## src/rtl/ahb_rr_arbiter.sv

```systemverilog
// Round-robin AHB arbiter: registered one-hot grant, locked tenures, SPLIT masking
// and a hold limit that bounds how long an unlocked master keeps the bus.
module ahb_rr_arbiter #(
  parameter int NUM_MASTERS    = 16,
  parameter int MAX_HOLD       = 16,
  parameter int DEFAULT_MASTER = 0
) (
  input  logic        HCLK,
  input  logic        HRESET,
  input  logic [15:0] HBUSREQx,
  input  logic [15:0] HLOCKx,
  input  logic [15:0] HSPLIT,
  input  logic [1:0]  HRESP,
  input  logic        HREADY,
  output logic [15:0] HGRANTx,
  output logic [3:0]  HMASTER,
  output logic        HMASTLOCK
);

  localparam logic [3:0] DEF_MASTER = 4'(DEFAULT_MASTER);
  localparam logic [7:0] HOLD_LIMIT = 8'(MAX_HOLD - 1);

  logic [15:0] grant_reg, grant_next;
  logic [3:0]  hmaster_reg, hmaster_next;
  logic        hmastlock_reg, hmastlock_next;
  logic [3:0]  data_master_reg, data_master_next;
  logic [15:0] split_mask_reg, split_mask_next;
  logic [3:0]  rr_ptr_reg, rr_ptr_next;
  logic [7:0]  hold_cnt_reg, hold_cnt_next;

  logic [15:0] valid_mask;
  logic [15:0] eligible;
  logic [3:0]  owner_idx;
  logic        owner_valid;
  logic        others_eligible;
  logic        rearb;
  logic        winner_found;
  logic [3:0]  winner_idx;
  logic [3:0]  cand;
  int          start_off;

  genvar gi;
  generate
    for (gi = 0; gi < 16; gi++) begin : g_valid
      assign valid_mask[gi] = (gi < NUM_MASTERS);
    end
  endgenerate

  assign eligible        = HBUSREQx & ~split_mask_reg & valid_mask;
  assign owner_valid     = |grant_reg;
  assign others_eligible = |(eligible & ~grant_reg);

  always_comb begin
    owner_idx = '0;
    for (int i = 0; i < 16; i++) begin
      if (grant_reg[i]) owner_idx = 4'(i);
    end
  end

  // A locked, still-requesting owner is exempt from the hold limit.
  assign rearb = !owner_valid
              || !HBUSREQx[owner_idx]
              || split_mask_reg[owner_idx]
              || (!HLOCKx[owner_idx] && others_eligible && (hold_cnt_reg >= HOLD_LIMIT));

  // With a live owner the search starts after rr_ptr (the owner is tried last);
  // from an idle bus it starts at rr_ptr itself, so DEFAULT_MASTER leads after reset.
  always_comb begin
    winner_found = 1'b0;
    winner_idx   = rr_ptr_reg;
    cand         = '0;
    start_off    = owner_valid ? 1 : 0;
    for (int k = 0; k < NUM_MASTERS; k++) begin
      cand = 4'((int'(rr_ptr_reg) + start_off + k) % NUM_MASTERS);
      if (!winner_found && eligible[cand]) begin
        winner_found = 1'b1;
        winner_idx   = cand;
      end
    end
  end

  always_comb begin
    grant_next       = grant_reg;
    rr_ptr_next      = rr_ptr_reg;
    hold_cnt_next    = hold_cnt_reg;
    hmaster_next     = hmaster_reg;
    hmastlock_next   = hmastlock_reg;
    data_master_next = data_master_reg;
    if (HREADY) begin
      if (rearb) begin
        grant_next = winner_found ? (16'd1 << winner_idx) : 16'd0;
        if (winner_found) rr_ptr_next = winner_idx;
      end
      if (grant_next != grant_reg)  hold_cnt_next = '0;
      else if (hold_cnt_reg != 8'hFF) hold_cnt_next = hold_cnt_reg + 8'd1;
      hmaster_next     = owner_valid ? owner_idx : DEF_MASTER;
      hmastlock_next   = owner_valid & HLOCKx[owner_idx];
      data_master_next = hmaster_reg;
    end

    // Set is applied after clear so a coincident SPLIT keeps the master masked.
    split_mask_next = split_mask_reg & ~HSPLIT;
    if (HRESP == 2'b11 && !HREADY) split_mask_next[data_master_reg] = 1'b1;
    split_mask_next = split_mask_next & valid_mask;
  end

  always_ff @(posedge HCLK) begin
    if (HRESET) begin
      grant_reg       <= '0;
      hmaster_reg     <= DEF_MASTER;
      hmastlock_reg   <= 1'b0;
      data_master_reg <= DEF_MASTER;
      split_mask_reg  <= '0;
      rr_ptr_reg      <= DEF_MASTER;
      hold_cnt_reg    <= '0;
    end else begin
      grant_reg       <= grant_next;
      hmaster_reg     <= hmaster_next;
      hmastlock_reg   <= hmastlock_next;
      data_master_reg <= data_master_next;
      split_mask_reg  <= split_mask_next;
      rr_ptr_reg      <= rr_ptr_next;
      hold_cnt_reg    <= hold_cnt_next;
    end
  end

  assign HGRANTx   = grant_reg;
  assign HMASTER   = hmaster_reg;
  assign HMASTLOCK = hmastlock_reg;

endmodule
```

## config.mk

```make
export PLATFORM = sky130hd
export DESIGN_NAME = ahb_rr_arbiter
export DESIGN_NICKNAME = d
export VERILOG_FILES = /design/src/rtl/ahb_rr_arbiter.sv
export SDC_FILE = /design/constraint.sdc
export NUM_CORES = 1
export LEC_CHECK = 0
export BUFFER_PORTS_ARGS = -buffer_cell sky130_fd_sc_hd__buf_4
export CORE_MARGIN = 1
export CORE_UTILIZATION = 55
export CTS_CLUSTER_SIZE = 10
export DETAILED_ROUTE_END_ITERATION = 6
export GPL_TIMING_DRIVEN = 0
export PLACE_DENSITY = 0.76
export SKIP_CTS_REPAIR_TIMING = 1
export SYNTH_ARGS = -nofsm -noshare
export SYNTH_HDL_FRONTEND = slang
export SYNTH_SLANG_ARGS = --single-unit
export TNS_END_PERCENT = 20
```

## constraint.sdc

```tcl
create_clock -name HCLK -period 9.75 [get_ports HCLK]
set_clock_uncertainty 0.2 [all_clocks]
set_input_delay 0.975 -clock HCLK [delete_from_list [all_inputs] [get_ports HCLK]]
set_output_delay 0.975 -clock HCLK [all_outputs]
set_load 0.01 [all_outputs]
```

== Word-level counts from Yosys, hierarchy flattened ==
Cells that the tools add are included.

* Output and inout port bits: 21
* Bits of input ports: 53
* Register bits after elaboration: 53

* Reductions and logical operators: 46
* Muxes and demuxes: 95
* Add/sub/neg operators: 17
* Eq/ne operators: 3
* Bitwise logic cells: 8
* Magnitude comparators: 20
* Shifts and indexed selects: 1

{| class="wikitable"
|+ Operator list
! cell !! number
|-
| 2-to-1 mux 4 bit || 28
|-
| < comparator 4 x 5 -> 1 bit, second input constant || 18
|-
| binary-select mux 1 bit (select 4 bit) || 19
|-
| 2-to-1 mux 16 bit || 4
|-
| AND 16 bit || 3
|-
| NOT 16 bit || 3
|-
| 2-to-1 mux 1 bit || 38
|-
| adder 4 bit, second input constant || 9
|-
| OR reduction 16 bit || 2
|-
| logical AND 1 bit || 19
|-
| logical NOT 1 bit || 19
|-
| adder 4 x 3 -> 4 bit, second input constant || 4
|-
| 2-to-1 mux 8 bit || 2
|-
| inequality test 16 bit || 1
|-
| OR 16 bit || 1
|-
| << shifter 1 x 4 -> 16 bit, first input constant || 1
|-
| adder 4 x 2 -> 4 bit, second input constant || 2
|-
| adder 8 x 1 -> 8 bit, second input constant || 1
|-
| >= comparator 8 x 4 -> 1 bit, second input constant || 1
|-
| inequality test 8 bit, second input constant || 1
|-
| adder 4 x 1 -> 4 bit || 1
|-
| demux 1 bit (select 4 bit) || 1
|-
| >= comparator 4 x 1 -> 1 bit, second input constant || 1
|-
| 2-to-1 mux 2 bit || 2
|-
| other kinds (7) || 9
|}

== Longest topological paths before layout ==
* Word-level depth: 58
* Depth in mapped cells: 28
* Gate-level depth less buffers: 22

== Least setup slack after synthesis ==
OpenSTA, ideal clock, no wires.

* Path kind: reg2reg
* Start: register grant_reg[4] (netlist: HGRANTx[4])
* End: register hold_cnt_reg[4]
* Cell stages (with the launch flop): 26
* Buffers on the path: 4
* Setup time: 103 ps
* Slack: 2283 ps
* Arrival time: 7164 ps
* Required time: 9447 ps
* Path through: dfxtp_1 -> clkbuf_1 -> or4_1 -> nor4b_1 -> nand2_1 -> ha_1 -> ha_1 -> clkbuf_1 -> inv_1 -> clkbuf_1 -> ha_1 -> xnor2_2 -> mux4_2 -> mux2i_1 -> nand3_1 -> or4b_4 -> nand3b_1 -> a41o_1 -> or2_1 -> buf_6 -> nor2_2 -> a21oi_1 -> or3_4 -> o41ai_4 -> nand2_2 -> a2111oi_2

* Longest elaborated chain between the ends: 58

{| class="wikitable"
|+ Ends and longest elaborated chain
! element !! RTL line !! RTL
|-
| start: declaration || 23 || <nowiki>logic [15:0] grant_reg, grant_next;</nowiki>
|-
| start signal: assignment || 117 || <nowiki>grant_reg <= grant_next;</nowiki>
|-
| parallel branches: the longest is 55 deep, another holds adder 4 x 1 -> 4 bit || -- ||
|-
| inequality test 16 bit (*) || 94 || <nowiki>if (grant_next != grant_reg) hold_cnt_next = '0;</nowiki>
|-
| nonzero test 2 bit (no source line) || -- ||
|-
| AND reduction 2 bit (no source line) || -- ||
|-
| end signal: assignment || 123 || <nowiki>hold_cnt_reg <= hold_cnt_next;</nowiki>
|-
| end: declaration || 29 || <nowiki>logic [7:0] hold_cnt_reg, hold_cnt_next;</nowiki>
|}

Mark *: on every way between the ends. The select of a mux whose other input is x is not followed.
A chain may end at the register's enable or synchronous reset.

== Worst setup path after layout ==
* Start: register grant_reg[4] (netlist: HGRANTx[4])
* End: register hold_cnt_reg[3]

Same word-level chain as after synthesis.

==> reports/results.tsv <==
metric	value	unit
grt_max_degree	19	
grt_pass1_wl	31.46	mm
synthDistinctLibCells	87	
start_util	0.5773	
grt.total_usage	0.3650	
synth_cells	736	
fin_area	6548	um^2
required	9.80	ns
drv_slew	0	
wl_per_cell	21.19	um
io_buffers	72	
synth_edf_count	0	
route.final.wire_length	20.11	mm
drt_iter0_drc	781	
setup-tns-final	0	ns
clk_pin_slew	0.11	ns
clk_latency	0.35	ns
area_growth	13.93	%
yosysWarningCount	0	
vias	6425	
rsz0062_at_grt	no	
drc	0	
worst_setup_path_end_kind	flip-flop	
die_h	104.2	um
status	finished, final reports clean	
die_area	10860	um^2
post-route-min-period	9.223	ns
drt_first_pass_iters	6	
hold_violations	0	
grt.overflow.total	0	
period_share	0.9459	
setup_viol	0	
num_antenna_cells	0	
viasPerCell	6.770	
numCtsBuffers	5	
cp_max_fo	10	
rows	36	
tritoncts	built	
cts_root_buffer	clkbuf_8	
clock_sinks	53	
antenna_found_initial	0	
crit_slowest_cell	mux2i_1	
setup.worst_path.class	flip-flop to flip-flop	
synthArstFlopShare	0	
hpwl	15.74	mm
arrival	9.28	ns
drive_above_1_share	0.1887	
cp-start-kind	flip-flop	
grt_pass1_vias	5878	
io_pins	74	
gp_congestion	0.9577	
cts_max_level	2	
ant_nets	0	
seq_area_frac_synth	0.1846	
cts_max_path_buffers	2	
ys.flop_type	dfxtp_1	
nNetsFinal	874	
slew_headroom	0.2458	
die_x	104.2	um
tightest_slew	1.126	ns
core_area	9955	um^2
syn_area	5747	um^2
hold_path.class	flip-flop to flip-flop	
syn_area_per_cell	7.808	um^2
synth_seq_cells	53	
drv_cap	0	
cpPeakStageDelay	0.66	ns
synth_nets	795	
place_area	6454	um^2
clock.fmax	108.4	MHz
path summary, 6_finish.rpt:
check | end | startpoint | cells past startpoint | slack, ns
max | hold_cnt_reg[3] | HGRANTx[4] | 26 | 0.53
min reg2reg | split_mask_reg[13] | split_mask_reg[13] | 2 | 0.30
min | split_mask_reg[13] | split_mask_reg[13] | 2 | 0.30
max reg2reg | hold_cnt_reg[3] | HGRANTx[4] | 26 | 0.53
layout by cell type, fill, tap and decap left out, types with 19 or more instances in the layout:
cell        n
a21oi_1    37
dfxtp_1    53
a22oi_1    21
nor2_1    110
clkbuf_1   24
buf_4      76
nor2b_1    33
nand2b_1   25
mux2i_1    45
nand3_1    19
nand2_1    59
o21ai_0    24
synth_stat cells, types with 18 or more instances:
cell	n	area share
nand2_1	59	0.039
a22oi_1	21	0.027
nor2b_1	33	0.036
mux2_2	18	0.035
nand3_1	19	0.017
mux2i_1	45	0.078
dfxtp_1	53	0.18
clkbuf_1	24	0.016
a21oi_1	37	0.032
o21ai_0	24	0.021
nor3_1	18	0.016
nand2b_1	25	0.027
nor2_1	110	0.072
area by class of cell:
cell class,instances,area [um^2]
inverter,17,68.82
sequential,53,1061
tap,133,166.4
buffer,43,224.0
timing repair buffer,72,540.5
fill,876,3407
clock buffer,5,68.82
multi-input combinational,623,4393
clock inverter,3,25.02
layer usage:
| metal | part of all wire | vias to the layer above | GRT usage | wire length (um) |
|---|---|---|---|---|
| met4 | 0.032 | 0 | 0.1276 | 643 |
| met3 | 0.11 | 74 | 0.06391 | 2149 |
| met2 | 0.46 | 455 | 0.5771 | 9153 |
| met5 | 0 | - | 0 | 0 |
| li1 | - | 2938 | - | - |
| met1 | 0.41 | 2958 | 0.4996 | 8160 |
critical path, delay by kind of cell, from the launching register on:
kind                       cells  cell delay (ns)
AOI/OAI and AO/OA              6             1.98
xor gates and xnor gates       1             0.58
adders and majority gates      3             0.97
buffers and inverters          6             1.26
DFF                            1             0.32
muxes                          2             1.13
and+or+nand+nor                8             2.67
kinds of logic (layout without fill, tap and decap cells):
group / count (synthesis) / in the layout / synth area share
flops: 53 / 53 / 0.1846
compound gates: 197 / 197 / 0.2454
buf+inv: 60 / 140 / 0.05095
xor+xnor: 17 / 17 / 0.03571
mux: 83 / 83 / 0.1927
fa+ha+maj: 6 / 6 / 0.01306
simple gates: 320 / 320 / 0.2776
metrics by stage:
| stage | setup WS, ns | instances | utilization | hold WS [ns] |
|---|---|---|---|---|
| floorplan | 2.283 | 736 | - | 0.2577 |
| global placement | 0.8694 | 941 | 0.6483 | 0.2680 |
| detailed placement | 0.7661 | 941 | 0.6483 | 0.2826 |
| CTS | 0.7518 | 949 | 0.6577 | 0.2977 |
| global route | 0.04644 | 949 | 0.6577 | 0.3385 |
| finish | 0.5274 | 949 | 0.6577 | 0.2977 |
Power is not shown: default switching activity piles up to over one toggle a cycle in this logic, so the estimate is an artifact.
